<file path="src/rtl/cycle_sequencer.sv">
`timescale 1ns/1ps
// PDP-8 major-state timing generator: FETCH -> [AUTO1 -> AUTO2] -> [IND] -> EXEC1..n.
// Outputs decode registered state/phase only. No backpressure: the sequence advances every clock while running.
module cycle_sequencer #(
  parameter int PHASES    = 4,
  parameter int STB_PHASE = 2
) (
  input  logic       clk,
  input  logic       reset,
  input  logic       run,
  input  logic       step,
  input  logic       halt,
  input  logic       instIsIND,
  input  logic       instIsPPIND,
  input  logic [1:0] execLen,
  input  logic       irqRequest,
  output logic       ckFetch,
  output logic       ckAuto1,
  output logic       ckAuto2,
  output logic       ckInd,
  output logic       stbFetch,
  output logic       stbAuto1,
  output logic       stbAuto2,
  output logic       stbInd,
  output logic [2:0] ckExec,
  output logic [2:0] stbExec,
  output logic       irqOverride,
  output logic       running,
  output logic       instDone
);

  localparam int PW = (PHASES > 4) ? 3 : 2;
  localparam logic [PW-1:0] LAST = PW'(PHASES - 1);
  localparam logic [PW-1:0] STB  = PW'(STB_PHASE);

  typedef enum logic [2:0] {
    STOPPED, FETCH, AUTO1, AUTO2, IND, EXEC1, EXEC2, EXEC3
  } state_t;

  state_t        state, stateNext;
  logic [PW-1:0] phase;
  logic [1:0]    lenQ;
  logic          irqQ;
  logic          stepQ;

  logic          lastPhase;
  logic          finalExec;
  logic          boundary;
  logic          stopAtBoundary;
  logic          runStart;
  logic [1:0]    fetchLen;

  assign lastPhase      = (phase == LAST);
  assign finalExec      = (state == EXEC3) ||
                          (state == EXEC2 && lenQ <= 2'd2) ||
                          (state == EXEC1 && lenQ <= 2'd1);
  assign boundary       = lastPhase && finalExec;
  assign stopAtBoundary = halt || !run || stepQ;
  assign runStart       = run && !halt;
  // An interrupt-entry fetch is a forced JMS 0, which always takes two execute cycles.
  assign fetchLen       = irqQ ? 2'd2 : ((execLen == 2'd0) ? 2'd1 : execLen);

  always_ff @(posedge clk or posedge reset) begin
    if (reset) begin
      state <= STOPPED;
      phase <= '0;
      lenQ  <= 2'd0;
      irqQ  <= 1'b0;
      stepQ <= 1'b0;
    end else begin
      state <= stateNext;
      phase <= (state == STOPPED || lastPhase) ? '0 : phase + PW'(1);
      if (state == STOPPED && !runStart && step)
        stepQ <= 1'b1;
      else if (boundary && stopAtBoundary)
        stepQ <= 1'b0;
      if (state == FETCH && lastPhase) begin
        lenQ <= fetchLen;
        irqQ <= 1'b0;
      end
      if (boundary)
        irqQ <= !stopAtBoundary && irqRequest;
    end
  end

  always_comb begin
    stateNext = state;
    case (state)
      STOPPED: if (runStart || step) stateNext = FETCH;
      FETCH: if (lastPhase) begin
        if (irqQ)             stateNext = EXEC1;
        else if (instIsPPIND) stateNext = AUTO1;
        else if (instIsIND)   stateNext = IND;
        else                  stateNext = EXEC1;
      end
      AUTO1: if (lastPhase) stateNext = AUTO2;
      AUTO2: if (lastPhase) stateNext = IND;
      IND:   if (lastPhase) stateNext = EXEC1;
      EXEC1: if (lastPhase && lenQ > 2'd1) stateNext = EXEC2;
      EXEC2: if (lastPhase && lenQ > 2'd2) stateNext = EXEC3;
      EXEC3: ;
      default: stateNext = STOPPED;
    endcase
    if (boundary)
      stateNext = stopAtBoundary ? STOPPED : FETCH;
  end

  always_comb begin
    logic onData, onStb;
    onData      = (phase != '0);
    onStb       = (phase == STB);
    ckFetch     = 1'b0;
    ckAuto1     = 1'b0;
    ckAuto2     = 1'b0;
    ckInd       = 1'b0;
    stbFetch    = 1'b0;
    stbAuto1    = 1'b0;
    stbAuto2    = 1'b0;
    stbInd      = 1'b0;
    ckExec      = 3'b000;
    stbExec     = 3'b000;
    case (state)
      FETCH: begin ckFetch = onData; stbFetch = onStb; end
      AUTO1: begin ckAuto1 = onData; stbAuto1 = onStb; end
      AUTO2: begin ckAuto2 = onData; stbAuto2 = onStb; end
      IND:   begin ckInd   = onData; stbInd   = onStb; end
      EXEC1: begin ckExec[0] = onData; stbExec[0] = onStb; end
      EXEC2: begin ckExec[1] = onData; stbExec[1] = onStb; end
      EXEC3: begin ckExec[2] = onData; stbExec[2] = onStb; end
      default: ;
    endcase
    irqOverride = (state == FETCH) && irqQ;
    running     = (state != STOPPED);
    instDone    = boundary;
  end

endmodule
</file>
<file path="config.mk">
export PLATFORM = sky130hd
export DESIGN_NAME = cycle_sequencer
export DESIGN_NICKNAME = d
export VERILOG_FILES = /design/src/rtl/cycle_sequencer.sv
export SDC_FILE = /design/constraint.sdc
export NUM_CORES = 1
export LEC_CHECK = 0
export CORE_MARGIN = 5
export CORE_UTILIZATION = 40
export CTS_BUF_LIST = sky130_fd_sc_hd__clkbuf_4 sky130_fd_sc_hd__clkbuf_8
export CTS_CLUSTER_SIZE = 30
export DETAILED_ROUTE_END_ITERATION = 10
export PLACE_DENSITY = 0.78
export SLEW_MARGIN = 20
export SYNTH_ARGS = -nofsm -noshare
export SYNTH_HDL_FRONTEND = slang
export SYNTH_SLANG_ARGS = --single-unit
export TNS_END_PERCENT = 30
</file>
<file path="constraint.sdc">
create_clock -name clk -period 1.59 [get_ports clk]
set_clock_uncertainty 0.1 [all_clocks]
set_input_delay 0.477 -clock clk [delete_from_list [all_inputs] [get_ports clk]]
set_output_delay 0.477 -clock clk [all_outputs]
set_load 0.03 [all_outputs]
</file>
==> results of run 1 <==
==> metrics by stage <==
step           instance area, um2  TNS (ns)  util, %
6_report                     1450     -5.86     86.6
5_1_grt                      1450     -7.15     86.6
4_1_cts                      1340     -5.78     80.4
3_5_place_dp                 1180     -2.73     70.4
3_3_place_gp                 1180     -2.45     70.4
2_1_floorplan                 845    -0.321        -
==> layout by cell type (no fill, tap or decap), types with 2 or more instances in the layout <==
| cell | Yosys | routed |
|---|---|---|
| buf_6 | 2 | 24 |
| inv_2 | 1 | 2 |
| a21oi_1 | 5 | 4 |
| nor3_4 | 1 | 4 |
| a311oi_1 | 2 | 2 |
| clkdlybuf4s50_1 | 0 | 9 |
| dfrtp_1 | 9 | 8 |
| nand2_1 | 4 | 3 |
| clkbuf_4 | 0 | 4 |
| nor2_4 | 0 | 11 |
| buf_4 | 2 | 18 |
| nor2_1 | 16 | 5 |
| nand2b_4 | 1 | 5 |
| buf_12 | 0 | 2 |
| inv_1 | 8 | 7 |
| ha_4 | 0 | 2 |
| nand3_1 | 2 | 2 |
==> repair_timing <==
action,CTS,global route
pin swaps,3,7
hold endpoints to repair,0,0
setup endpoints to repair,22,22
hold buffers,0,0
setup buffers,6,5
resized for setup,28,10
==> final cells by class <==
class	count	area share, %
Inverter	9	2.34
Sequential cell	9	15.7
Clock buffer	4	2.08
Timing Repair Buffer	54	37.8
Tap cell	17	1.47
Multi-Input combinational cell	59	40.7
==> where the power goes <==
group | switching, W | internal [W]
sequential | 0.0000927 | 0.000339
clock | 0.0000687 | 0.000113
combinational | 0.00114 | 0.00115
==> state kept, by name, summed over array words and instances, names as in the netlist <==
name and flops:
irqQ 1, lenQ 2, phase 2, state 3, stepQ 1
==> metal layers <==
| metal | vias to the layer above | part of all wire [%] | GRT usage, % |
|---|---|---|---|
| met5 | - | 0 | 0 |
| met2 | 32 | 55 | 32.8 |
| met3 | 6 | 5.8 | 2.04 |
| li1 | 382 | - | - |
| met1 | 345 | 37 | 18.6 |
| met4 | 0 | 2.1 | 11.4 |
==> logic make-up (layout without fill, tap and decap cells) <==
kind of cell    count (synthesis)  after routing  share of synthesized area [%]
simple gates                   40             40                           32.9
compound gates                 14             14                           14.2
buf+inv                        14             67                           11.2
flops                           9              9                           33.1
fa+ha+maj                       3              3                           5.52
mux                             2              2                           3.12
==> final timing paths <==
kind,to,slack (ns),depth (start not counted)
worst min register to register,phase[0],0.38,1
worst min-delay path,state[0],0.38,2
worst max register to register,state[0],-0.17,6
worst max-delay path,instDone,-0.38,4
min in group clk,phase[0],0.38,1
max in group asynchronous,state[2],0.75,2
==> critical path, stage by stage (launching register included) <==
cell and delay, ns:
dfrtp_1 0.40, buf_6 0.14, or2_4 0.26, and4_4 0.21, buf_6 0.13
==> results by group, run 1 <==
Detailed routing
  • Final WL: 2120 um
  • Initial DRC count: 8
  • Vias per Instance: 5.03
  • Drt drc: 0
  • DRT Pass-1 Iters: 4
  • WL/cell: 14.0 um
  • Routed Antenna Nets: 0
  • Via count: 765

Worst setup path
  • Critical path capture point type: output pin
  • Critical path launch point type: flip-flop
  • Worst Path Arrival: 1.40 ns
  • CP startpoint: state[0]
  • Reg-to-reg startpoint: state[0]
  • Crit path kind: flip-flop to output pin
  • CP Data Required Time: 1.01 ns
  • CP Max Fanout: 8

Pwr
  • Pwr Density: 2010 nW/um2
  • Peak VDD IR: 1.31 mV
  • Static Leak: 0.631 nW
  • Power consumption: 0.00290 W

Synthesis
  • Top-count cell post-synth: nor2_1
  • Post-synth top area cell: dfrtp_1
  • Top cell type's share of synthesized area: 33.1%
  • Top cells by area, synth: dfrtp_1, nor2_1, ha_1, nand2b_1, inv_1
  • Synthesized area per cell: 8.30 um2
  • Seq/Total Area, Yosys: 33.1%
  • Most used DFF post-synth: dfrtp_1
  • Commonest cells in the synthesized netlist: nor2_1, dfrtp_1, inv_1
  • YS warnings: 0
  • #FFs+latches synth: 9
  • Post-synthesis cell type count: 32
  • Async set-reset flop share out of synthesis: 100%
  • Post-synth EDFFs: 0
  • Synthesized area: 681 um2
  • Syn_nets: 95
  • Post-Synthesis Cells: 82

Timing
  • Final Setup Violations: 21
  • Hold WS: 0.376 ns
  • Final setup margin: -0.383 ns
  • Crit path time final: 1.97 ns
  • RSZ-0062 raised after global routing: yes
  • Final Hold Vio Count: 0
  • Maximum clock frequency: 0.507 GHz
  • Worst relative slew slack: 74.5%
  • Measured slew at the worst slew-check pin: 0.381 ns
  • Fin. max-slew vios: 0
  • Period utilization: 124%

Final layout
  • Nets@finish: 149
  • Number of fill cells in the layout: 78
  • N_diodes: 0
  • Share of post-route cells with drive strength above 1: 61.5%
  • Layout area overhead: 113%
  • Register area: 226 um2
  • Fin cells: 152
  • Area of the multi-input gates: 588 um2

Place
  • Routability cong.: 0.835
  • Placement Setup Slack: -0.232 ns
  • I/O Buffers: 26
  • Dpl hpwl: 1540 um
  • Placed Cells: 137

Global route
  • Pin count of the biggest net entering global routing: 15
  • First-pass GRT wire length: 3560 um
  • GR Overflow Total: 0
  • Vias in the first global route: 852
  • Initial antenna violation count: 0
  • GRT Util Overall: 17.7%

Die
  • Die ar.: 2630 um2
  • Core area: 1670 um2
  • Initial core utilization: 40.7%
  • Die Wd: 51.3 um
  • Num ports: 27
  • Chip height: 51.3 um
  • Rows: 15

Clock network
  • Clock Latency Late Sink: 0.25 ns
  • Max clock buf depth: 2
  • Htree depth: 1
  • Clk root buf: clkbuf_4
  • Clock Sinks: 9
  • CTS clk-pin slew, worst paths: 0.06 ns
  • CTS tree: done
  • Num CTS Buffers: 3

Outcome
  • Status: finished with violations
  • Failing checks: setup timing

Flow run
  • Max Cap Viol: 0

Hold path
  • Min-delay worst type: input pin to async pin
No activity file was read; power rests on OpenSTA's default activity.
==> run 2: changes to the inputs <==
- CAP_MARGIN: default -> 40
- PLACE_DENSITY: 0.78 -> 0.81
- TNS_END_PERCENT: 30 -> 10
==> run 2 against run 1 <==
  * The run still ends with setup timing left
  * Fmax up 0.71%
  * Hold slack worse by 0.0011 ns
  * Register-to-register slack better by 0.12 ns
  * Flip-flop and latch count unchanged
  * Clock power increased by 5%
  * Die area did not move
  * First-iteration DRC count is the same
  * Count of clock-buffer cells in the layout is the same
  * Non-clock buffer count decreased by 6
  * Sequential share of layout area is 1.1 points higher
  * Critical endpoint unchanged
  * Largest cell class unchanged
  * Highest routed layer unchanged
==> results by group, run 2 (synthesized netlist as in run 1, its figures left out) <==
Pwr
  • Peak VDD IR: 0.967 mV (-26%)
  • Static Leak: 0.600 nW (-4.9%)
  • Pwr Density: 2010 nW/um2 (-0.15%)

Die
  • Core area: 1670 um2 (unchanged)
  • Num ports: 27 (unchanged)
  • Chip height: 51.3 um (unchanged)
  • Initial core utilization: 40.7% (unchanged)
  • Die Wd: 51.3 um (unchanged)
  • Rows: 15 (unchanged)
  • Die ar.: 2630 um2 (unchanged)

Detailed routing
  • Routed Antenna Nets: 0 (unchanged)
  • WL/cell: 14.3 um (+2.7%)
  • Vias per Instance: 5.27 (+4.8%)
  • Met3 Wirelength: 135 um (+9.8%)
  • Uppermost layer routed: met4
  • Initial DRC count: 8 (unchanged)
  • Drt drc: 0 (unchanged)
  • Via count: 770 (+0.65%)
  • Final WL: 2090 um (-1.4%)
  • Wire length on met2: 1210 um (+3.6%)
  • DRT Pass-1 Iters: 4 (unchanged)
  • DRT met1 WL: 723 um (-8.0%)

Worst setup path
  • Critical path capture point type: output pin
  • Critical path launch point type: flip-flop
  • Crit path kind: flip-flop to output pin
  • Worst reg-to-reg path cell count: 5 (-1)
  • CP Data Required Time: 1.01 ns (about the same)
  • Worst Path Arrival: 1.38 ns (-0.02 ns)
  • CP Max Fanout: 3 (-5)

Timing
  • Maximum clock frequency: 0.510 GHz (+0.71%)
  • Worst relative slew slack: 77.0% (+2.4 points)
  • Fin. max-slew vios: 0 (unchanged)
  • Final setup margin: -0.370 ns (+0.0139 ns)
  • Crit path time final: 1.96 ns (-0.0139 ns)
  • Final Hold Vio Count: 0 (unchanged)
  • Final Setup Violations: 19 (-9.5%)
  • RSZ-0062 raised after global routing: yes
  • Period utilization: 123% (-0.87 points)
  • Measured slew at the worst slew-check pin: 0.345 ns (-0.0360 ns)

Clock network
  • Hold buffers post-CTS: 0 (unchanged)
  • CTS clk-pin slew, worst paths: 0.06 ns (about the same)
  • Clock Latency Late Sink: 0.26 ns (about the same)
  • Num CTS Buffers: 3 (unchanged)
  • Clk root buf: clkbuf_4
  • Htree depth: 1 (unchanged)
  • Max clock buf depth: 2 (unchanged)
  • CTS tree: done
  • Clock Sinks: 9 (unchanged)

Outcome
  • Status: finished with violations
  • Failing checks: setup timing

Global route
  • GRT Util Overall: 18.2% (+0.53 points)
  • Vias in the first global route: 839 (-1.5%)
  • Pin count of the biggest net entering global routing: 15 (unchanged)
  • Initial antenna violation count: 0 (unchanged)
  • GR Overflow Total: 0 (unchanged)
  • First-pass GRT wire length: 3640 um (+2.3%)

Final layout
  • Max reg flops: 3 (unchanged)
  • Most common cell after layout, fill and taps aside: buf_6
  • Post-route core utilization: 80.7% (-5.8 points)
  • Nets@finish: 143 (-4.0%)
  • N_diodes: 0 (unchanged)
  • Largest regs: state x3, lenQ x2, phase x2
  • Design area: 1350 um2 (-6.7%)
  • Most frequent cells in the layout: buf_6, buf_4, nor2_4
  • Layout area overhead: 98.2%
  • Largest register by flop count: state
  • Share of post-route cells with drive strength above 1: 60.5% (-1.0 points)

Place
  • Dpl hpwl: 1600 um (+3.8%)
  • Routability cong.: 0.838 (+0.36%)
  • I/O Buffers: 26 (unchanged)
  • Dpl cell area: 1180 um2 (unchanged)

Flow run
  • Max Cap Viol: 0 (unchanged)

Hold path
  • Min-delay worst type: input pin to async pin
-- run 2: changes by cell type in the layout (fill, tap and decap cells not counted), moves of 2 or more --
cell / previous run / this run
buf_6: 24 / 21
buf_4: 18 / 16
nand2_4: 0 / 2
ha_4: 2 / 0
ha_2: 0 / 2
-- run 2: routing by layer --
layer | up-vias | track usage (%)
met5 | - | 0
met4 | 0 | 5.68
met3 | 4 | 3.21
met2 | 38 | 37.3
met1 | 360 | 18.0
li1 | 368 | -
-- run 2: critical path, stage by stage (launching register included) --
cell,delay [ns]
dfrtp_1,0.41
buf_6,0.14
or2_4,0.24
and4_4,0.21
buf_6,0.13
-- run 2: stage by stage --
stage	setup TNS (ns)	std cells	hold WS, ns	power (W)	setup slack [ns]
final	-5.43	146	0.374	0.00270	-0.370
after CTS	-5.68	146	0.381	0.00267	-0.378
after global routing	-6.61	146	0.436	0.00287	-0.428
after global placement	-2.09	137	0.416	0.00216	-0.226
after detailed placement	-2.58	137	0.418	0.00221	-0.254
after floorplan	-0.362	82	0.205	0.00164	-0.0579
-- run 2: repair_timing --
item,in CTS,in global routing
endpoints found under the setup margin,21,22
pin swaps,4,4
setup buffers,5,0
resized for setup,28,5
-- run 2: cell type report --
type | instances | area [um2]
multi-input cells | 59 | 559
repair buffers | 48 | 478
clock buffers | 4 | 30.0
flip-flops and latches | 9 | 226
inverters | 9 | 33.8
fillers | 99 | 322
well taps | 17 | 21.3
-- run 2: report_power, final --
| part | total, W | internal (W) | switching, W |
|---|---|---|---|
| logic | 0.00209 | 0.000998 | 0.00109 |
| registers | 0.000425 | 0.000339 | 0.0000865 |
| clock network | 0.000191 | 0.000114 | 0.0000772 |
-- run 2: worst paths after layout --
| path | startpoint | end | slack, ns |
|---|---|---|---|
| max | state[0] | instDone | -0.37 |
| min | reset | state[0] | 0.37 |
| max reg2reg | state[0] | state[0] | -0.05 |
| min reg2reg | stepQ | stepQ | 0.45 |
| max in group asynchronous | reset | state[2] | 0.74 |
| min in group clk | stepQ | stepQ | 0.45 |
==> run 3: changes to the inputs <==
- CORE_MARGIN: 5 -> 8
==> run 3 against run 2 <==
  * The flow still finishes with violations (setup timing)
  * Combinational power up 2%
  * Clock power up 5%
  * Cell count up 1.4%
  * Non-clock buffer count up 2
  * Via count up 3.5%
  * Routed wire length up 16%
  * Setup slack worse by 0.070 ns
  * Sequential power up 3%
  * First-iteration DRC count rose to 5.0 times the previous value
  * Utilization down 0.37 points
==> results by group, run 3 (synthesized netlist as in run 1, its figures left out) <==
Outcome
  • Status: finished with violations
  • Failing checks: setup timing

Hold path
  • Min-delay worst type: input pin to async pin

Worst setup path
  • Critical Path Max Stage Delay: 0.41 ns (about the same)
  • Crit path kind: flip-flop to output pin
  • Reg-to-Reg End: state[0]
  • CP Data Required Time: 1.01 ns (about the same)
  • R2r setup slk: -0.09 ns (-0.04 ns)
  • Critical path capture point type: output pin
  • Critical path's slowest cell: dfrtp_1
  • Worst reg-to-reg path cell count: 5 (unchanged)
  • WP buf/inv: 1 (-1)
  • Delay-heaviest family, CP: simple AND/OR/NAND/NOR gates
  • Crit-path cells: and2b_1, o21ai_2, and4_4, buf_6
  • Critical path launch point type: flip-flop
  • Reg-to-reg startpoint: state[0]
  • CP Max Fanout: 4 (+1)
  • Worst Path Arrival: 1.45 ns (+0.07 ns)

Final layout
  • Layout area overhead: 97.2%
  • Largest regs: state x3, lenQ x2, phase x2
  • N_diodes: 0 (unchanged)
  • Largest register by flop count: state
  • Fin cells: 148 (+1.4%)
  • Most frequent cells in the layout: buf_4, buf_6, nor2_4
  • Most common cell after layout, fill and taps aside: buf_4
  • Max reg flops: 3 (unchanged)
  • Share of post-route cells with drive strength above 1: 61.1% (+0.60 points)
  • Design area: 1340 um2 (-0.46%)
  • Nets@finish: 145 (+1.4%)

Clock network
  • Hold buffers post-CTS: 0 (unchanged)
  • CTS clk-pin slew, worst paths: 0.07 ns (about the same)
  • Clock Sinks: 9 (unchanged)
  • Htree depth: 1 (unchanged)
  • Clk root buf: clkbuf_4
  • Num CTS Buffers: 3 (unchanged)
  • CTS tree: done
  • Max clock buf depth: 2 (unchanged)
  • Clock Latency Late Sink: 0.27 ns (about the same)

Timing
  • Final Hold Vio Count: 0 (unchanged)
  • Fin. max-slew vios: 0 (unchanged)
  • Final Setup Violations: 20 (+1)
  • Worst relative slew slack: 76.1% (-0.91 points)
  • Crit path time final: 2.03 ns (+0.0705 ns)
  • RSZ-0062 raised after global routing: yes
  • Final setup margin: -0.440 ns (-0.0705 ns)
  • Maximum clock frequency: 0.493 GHz (-3.5%)
  • Period utilization: 128% (+4.4 points)
  • Hold WS: 0.367 ns (-0.00699 ns)
  • Measured slew at the worst slew-check pin: 0.359 ns (+0.0137 ns)

Global route
  • Pin count of the biggest net entering global routing: 15 (unchanged)
  • First-pass GRT wire length: 4050 um (+11%)
  • Initial antenna violation count: 0 (unchanged)
  • GRT Util Overall: 15.4% (-2.8 points)
  • GR Overflow Total: 0 (unchanged)
  • Vias in the first global route: 844 (+0.60%)

Detailed routing
  • WL/cell: 16.4 um (+14%)
  • Vias per Instance: 5.39 (+2.1%)
  • Drt drc: 0 (unchanged)
  • DRT Pass-1 Iters: 5 (+1)
  • Initial DRC count: 40 (+32)
  • Via count: 797 (+3.5%)
  • Routed Antenna Nets: 0 (unchanged)
  • Final WL: 2430 um (+16%)

Place
  • Dpl cell area: 1170 um2 (-0.64%)
  • Placed Cells: 136 (-0.73%)
  • Placement Setup Slack: -0.255 ns (-0.00141 ns)
  • Dpl hpwl: 1740 um (+8.2%)
  • Routability cong.: 0.811 (-3.2%)
  • I/O Buffers: 26 (unchanged)

Die
  • Rows: 15 (unchanged)
  • Die ar.: 3280 um2 (+25%)
  • Core area: 1670 um2 (unchanged)
  • Initial core utilization: 40.7% (unchanged)
  • Chip height: 57.3 um (+12%)
  • Die Wd: 57.3 um (+12%)
  • Num ports: 27 (unchanged)

Pwr
  • Static Leak: 0.598 nW (-0.41%)
  • Pwr Density: 2070 nW/um2 (+3.4%)
  • Power consumption: 0.00278 W (+2.9%)
  • Peak VDD IR: 1.07 mV (+11%)

Flow run
  • Max Cap Viol: 0 (unchanged)
-- run 3: routing by layer --
| layer | vias to the layer above | share of wire, % | GRT usage (%) |
|---|---|---|---|
| li1 | 376 | - | - |
| met1 | 367 | 38 | 15.8 |
| met2 | 47 | 52 | 28.7 |
| met3 | 7 | 7.4 | 3.59 |
| met4 | 0 | 2.3 | 6.79 |
| met5 | - | 0 | 0 |
-- run 3: power by group --
group	total [W]	switching [W]	leakage [nW]	internal, W
clock network	0.000201	0.0000870	0.0184	0.000114
logic	0.00214	0.00113	0.475	0.00102
registers	0.000439	0.0000999	0.105	0.000339
total	0.00278	0.00131	0.598	0.00147
-- run 3: worst max path at each step --
stage,start,to,cells past startpoint
floorplan,state[0],ckAuto1,3
global placement,state[0],running,3
detailed placement,state[0],running,3
CTS,state[0],instDone,4
global route,state[0],instDone,4
finish,state[0],instDone,4
-- run 3: worst register-to-register path, cell delays in order (launching register included) --
cell and delay [ns]:
dfrtp_1 0.42, buf_6 0.14, or2_4 0.25, and4_4 0.20, buf_4 0.15, a221o_1 0.30
-- run 3: cell type report --
type                       count  area, um2
clock buffer                   4       30.0
fill                         127        328
inverter                       9       33.8
multi-input combinational     59        557
sequential                     9        226
tap                           17       21.3
timing repair buffer          50        474
-- run 3: repair_timing --
item / 4_1_cts / 5_1_grt
resized for setup: 23 / 4
pin swaps: 5 / 1
setup endpoints to repair: 21 / 22
buffers inserted: 7 / 1
-- run 3: per-stage QoR --
stage               utilization, %  TNS (ns)
floorplan                        -    -0.362
CTS                           79.0     -5.88
global placement              70.0     -2.01
global route                  80.4     -7.20
detailed placement            70.0     -2.73
finish                        80.4     -6.12
